**config.mk**
```make
export PLATFORM = sky130hd
export DESIGN_NAME = multi_counter
export DESIGN_NICKNAME = d
export VERILOG_FILES = /design/src/rtl/mc_pkg.sv /design/src/rtl/multi_counter_count_channel.sv /design/src/rtl/multi_counter.sv
export SDC_FILE = /design/constraint.sdc
export NUM_CORES = 1
export LEC_CHECK = 0
export ABC_AREA = 1
export CAP_MARGIN = 25
export CORE_ASPECT_RATIO = 0.9
export CORE_MARGIN = 1.5
export CORE_UTILIZATION = 47
export CTS_CLUSTER_DIAMETER = 60
export CTS_CLUSTER_SIZE = 20
export DETAILED_ROUTE_END_ITERATION = 7
export PLACE_DENSITY = 0.88
export SYNTH_ARGS = -nofsm -noshare
export SYNTH_HDL_FRONTEND = slang
export SYNTH_SLANG_ARGS = --single-unit
export TNS_END_PERCENT = 5
```
**constraint.sdc**
```tcl
create_clock -name clk -period 1.7 [get_ports clk]
set_input_delay 0.255 -clock clk [delete_from_list [all_inputs] [get_ports clk]]
set_output_delay 0.255 -clock clk [all_outputs]
set_load 0.03 [all_outputs]
```
**src/rtl/mc_pkg.sv**
```systemverilog
// Shared types for the multi-channel counter: per-channel terminal behaviour.
package mc_pkg;

   typedef enum logic [1:0] {
      MODE_SAT     = 2'b00,
      MODE_WRAP    = 2'b01,
      MODE_ONESHOT = 2'b10,
      MODE_HOLD    = 2'b11
   } mode_t;

endpackage

```
**src/rtl/multi_counter_count_channel.sv**
```systemverilog
// One N-bit counter channel: step/clear/load with saturate, wrap, one-shot and hold
// behaviour at the terminal value.
module count_channel
   import mc_pkg::*;
#(
   parameter int N = 8
) (
   input  logic         clk,
   input  logic         nrst,
   input  logic         tick,
   input  logic         en,
   input  logic         clear,
   input  logic         load,
   input  logic [N-1:0] load_val,
   input  logic         dir,
   input  mode_t        mode,
   input  logic [N-1:0] max,
   output logic [N-1:0] count,
   output logic         at_term,
   output logic         tc_pulse,
   output logic         done
);

   logic [N-1:0] r_count;
   logic         r_tc;
   logic         r_done;
   logic [N-1:0] w_nxt_count;
   logic         w_nxt_tc;
   logic         w_nxt_done;
   logic         w_step;
   logic         w_at_term;

   // Terminal: up uses >= so a max lowered beneath the count still terminates.
   always_comb begin
      if (dir) begin
         w_at_term = (r_count >= max);
      end else begin
         w_at_term = (r_count == {N{1'b0}});
      end
   end

   assign w_step = en & tick & ~r_done & (mode != MODE_HOLD);

   // Next-state selection with clear > load > step > hold priority.
   always_comb begin
      w_nxt_count = r_count;
      w_nxt_tc    = 1'b0;
      w_nxt_done  = r_done;
      if (clear) begin
         w_nxt_count = {N{1'b0}};
         w_nxt_done  = 1'b0;
      end else if (load) begin
         w_nxt_count = load_val;
         w_nxt_done  = 1'b0;
      end else if (w_step) begin
         if (!w_at_term) begin
            if (dir) begin
               w_nxt_count = r_count + 1'b1;
            end else begin
               w_nxt_count = r_count - 1'b1;
            end
         end else begin
            case (mode)
               MODE_SAT: begin
                  w_nxt_tc = 1'b1;
               end
               MODE_WRAP: begin
                  w_nxt_tc    = 1'b1;
                  w_nxt_count = dir ? {N{1'b0}} : max;
               end
               MODE_ONESHOT: begin
                  w_nxt_tc   = 1'b1;
                  w_nxt_done = 1'b1;
               end
               default: begin
                  w_nxt_count = r_count;
               end
            endcase
         end
      end else begin
         w_nxt_count = r_count;
      end
   end

   // Channel state registers.
   always_ff @(posedge clk or negedge nrst) begin
      if (!nrst) begin
         r_count <= {N{1'b0}};
         r_tc    <= 1'b0;
         r_done  <= 1'b0;
      end else begin
         r_count <= w_nxt_count;
         r_tc    <= w_nxt_tc;
         r_done  <= w_nxt_done;
      end
   end

   assign count    = r_count;
   assign at_term  = w_at_term;
   assign tc_pulse = r_tc;
   assign done     = r_done;

endmodule

```
**src/rtl/multi_counter.sv**
```systemverilog
// CH independent counters sharing a prescaled tick, a prescale setting and a load value.
module multi_counter
   import mc_pkg::*;
#(
   parameter int N  = 8,
   parameter int CH = 4,
   parameter int PW = 4
) (
   input  logic            clk,
   input  logic            nrst,
   input  logic [PW-1:0]   prescale,
   input  logic [CH-1:0]   en,
   input  logic [CH-1:0]   clear,
   input  logic [CH-1:0]   load,
   input  logic [N-1:0]    load_val,
   input  logic [CH-1:0]   dir,
   input  logic [2*CH-1:0] mode,
   input  logic [N*CH-1:0] max,
   output logic [N*CH-1:0] count,
   output logic [CH-1:0]   at_term,
   output logic [CH-1:0]   tc_pulse,
   output logic [CH-1:0]   done
);

   logic [PW-1:0] r_pcnt;
   logic          w_tick;

   // Lowering prescale below pcnt simply lets pcnt run on through the wrap to 0.
   assign w_tick = (r_pcnt == prescale);

   // Free-running prescaler.
   always_ff @(posedge clk or negedge nrst) begin
      if (!nrst) begin
         r_pcnt <= {PW{1'b0}};
      end else if (w_tick) begin
         r_pcnt <= {PW{1'b0}};
      end else begin
         r_pcnt <= r_pcnt + 1'b1;
      end
   end

   for (genvar gi = 0; gi < CH; gi++) begin : g_ch
      count_channel #(
         .N (N)
      ) u_ch (
         .clk      (clk),
         .nrst     (nrst),
         .tick     (w_tick),
         .en       (en[gi]),
         .clear    (clear[gi]),
         .load     (load[gi]),
         .load_val (load_val),
         .dir      (dir[gi]),
         .mode     (mode_t'(mode[2*gi +: 2])),
         .max      (max[gi*N +: N]),
         .count    (count[gi*N +: N]),
         .at_term  (at_term[gi]),
         .tc_pulse (tc_pulse[gi]),
         .done     (done[gi])
      );
   end

endmodule

```
==> run metrics <==
status complete, but fails checks; violations in the final reports DRC, setup timing; hold crit path type in2reg; count of cell types in the netlist 29; worst-margin pin slew 528 ps; worst r2r src g_ch[2].u_ch.count[0]; GR Overflow Total 0; Syn Nets 925; Initial Utilization 0.490; fraction of layout cells with a size suffix above 1 0.301; unrepaired setup endpoints after global routing true; DP HPWL 12.4 mm; clock sinks 44; Syn. warnings 0; Slew Viols, Final 0; Die Ht slightly above 100 µm; nets@finish 1179; Post-synth EDFFs 0; Worst-path clk slew around 60 ps; CP cell instances buf_4 -> nor2_1 -> nand3_2 -> o21ai_4 -> nand2_4 -> inv_4 -> buf_6; P&R area growth vs syn 59.5%; Static Leak 4.47 nW; Synth async-reset ratio 1.00; top cells by area, synth dfrtp_1, nand2_1, ha_1; cells after synthesis 794; # rows 35; Critical Path RT 1440 ps; total power 6.35 mW; Mapped Area 5100 µm²; CP max stage delay 470 ps; TritonCTS clock tree done; maximum capacitance violations 0; endpoint type of the worst setup path output pin; Die Footprint 11500 µm²; leading area contributor after synthesis dfrtp_1; Worst R2R End g_ch[2].u_ch.count[2]; vias in the first global route slightly above 6000; crit share post-route 1.15; Main synth FF type dfrtp_1; CTS max path bufs 2; total CTS buffers 5; post-synthesis sequential area ratio 0.216; CP max-delay cell dfrtp_2; initial antenna violation count 0; peak supply drop 0.000554 V; hold endpoint g_ch[0].u_ch.count[5]; pin count of the biggest net entering global routing 24; total length of routed wires 18.4 mm; first drt pass iteration count 8; Cells after DPL 1139; share of the synthesized area in the top cell type 0.216; hold path cells 5; Startpoint Class register; Setup Skew approximately 4.6 ps; Post-synth top cells nand2_1, nand3_1, inv_1; count leader, synth nand2_1; antenna cells 0; Max Fanout on Critical Path 4; Slew headroom 0.648; final hold viol count 0; CTS root buffer clkbuf_16; Worst R2R Setup Slack -200 ps; #FFs+latches synth 44; Critical Path AT 1700 ps; Die W 113 µm; I/O pins approximately 110; post-route ant nets 0; Core ar. 10400 µm²; post-layout util 0.781; violation count after the first detailed-route iteration 536; setup ws final -255 ps; hold path start max[5]; Reg2Reg Depth 17; classification of the worst setup path reg2out; DR vias/cell 5.46; Power per Cell Area 780 nW/µm²; placer congestion estimate 0.891; # port buffers 113; Finished Layout Cells 1178; # setup viols final 41; fin crit period 1950 ps; Avg Cell Area, Syn 6.43 µm²; WHS 465 ps; H-tree depth 2; clk_lat worst skew 280 ps; wire per inst approximately 16 µm; first-pass GRT wire length 27.4 mm; GRT Total Usage 0.293; DRC Markers 2; via count 6435; fmax between 500 and 600 MHz
critical path: cells and delay by family (launching register included):
kind                   cells  cell delay [ps]
AND/OR/NAND/NOR            3              370
flip-flops                 1              470
AO/OA/AOI/OAI              1              230
buffers and inverters      3              350
timing repair:
item,CTS,global route
setup endpoints to repair,67,48
setup buffers,21,8
hold buffers,1,0
resized for setup,103,60
pin swaps,49,36
endpoints found under the hold margin,21,0
cloned,0,1
metal layers:
metal | track usage | part of all wire | vias to the layer above | routed length (µm)
li1 | - | - | 3074 | -
met1 | 0.366 | 0.40 | 2936 | 7390
met2 | 0.522 | 0.48 | 355 | 8850
met3 | 0.0415 | 0.081 | 70 | 1490
met4 | 0.104 | 0.036 | 0 | 660
met5 | 0 | 0 | - | 0
registers in the layout, indices dropped and copies added (netlist names):
register	cells
g_ch.u_ch.done	4
r_pcnt	4
g_ch.u_ch.tc_pulse	4
g_ch.u_ch.count	32
where the power goes:
group	switching, mW	leakage (nW)	internal, mW
Clock	0.407	0.0798	0.690
Combinational	2.05	3.84	1.74
Sequential	0.236	0.542	1.22
Total	2.70	4.47	3.65
per-stage QoR:
step / TNS [ps] / area (µm²) / setup slack, ps
global placement: -15990 / 7270 / -458
floorplan: -343 / 5160 / -38.5
finish: -6210 / 8140 / -255
global route: -10630 / 8140 / -377
detailed placement: -18020 / 7270 / -513
CTS: -4800 / 7820 / -243
worst max path at each step:
| stage | from | end | slack (ps) | cells past startpoint |
|---|---|---|---|---|
| finish | g_ch[0].u_ch.count[3] | at_term[0] | -250 | 7 |
| global route | g_ch[2].u_ch.count[0] | g_ch[2].u_ch.count[2] | -380 | 17 |
| CTS | g_ch[2].u_ch.count[0] | at_term[2] | -240 | 13 |
| detailed placement | dir[2] | g_ch[2].u_ch.count[5] | -510 | 13 |
| global placement | dir[2] | g_ch[2].u_ch.count[7] | -460 | 15 |
| floorplan | g_ch[3].u_ch.count[5] | at_term[3] | -40 | 8 |
logic make-up after synthesis:
family / Yosys count / synth area share
compound gates: 72 / 0.0809
xor+xnor: 22 / 0.0378
buf+inv: 139 / 0.114
fa+ha+maj: 61 / 0.155
flops: 44 / 0.216
simple gates: 456 / 0.396
cell usage in the layout, fill, tap and decap left out, types with 3 or more instances in the layout:
| cell | count |
|---|---|
| nand3_1 | 121 |
| ha_1 | 35 |
| dlygate4sd2_1 | 46 |
| nor4_2 | 4 |
| clkdlybuf4s50_1 | 49 |
| buf_6 | 12 |
| xnor2_1 | 11 |
| nand2_4 | 11 |
| clkbuf_16 | 5 |
| inv_1 | 90 |
| a21oi_2 | 7 |
| dfrtp_1 | 21 |
| dlymetal6s2s_1 | 10 |
| buf_4 | 148 |
| o21bai_1 | 8 |
| xor2_1 | 11 |
| nand2_1 | 210 |
| a21oi_1 | 49 |
| nor2_1 | 51 |
| nand3_2 | 9 |
| buf_12 | 3 |
| ha_4 | 21 |
| nand4_1 | 8 |
| inv_4 | 5 |
| a21o_1 | 4 |
| inv_2 | 16 |
| or2_1 | 3 |
| nor2_2 | 10 |
| nand2_2 | 26 |
| inv_6 | 3 |
| dfrtp_2 | 23 |
cell type report:
cell class,instances,area (µm²)
multi-input combinational,612,3880
clock inverter,3,42.5
fill,723,2280
timing repair buffer,270,2340
tap,129,161
inverter,115,463
clock buffer,5,125
sequential,44,1130
Power figures use the tool's default switching activity.
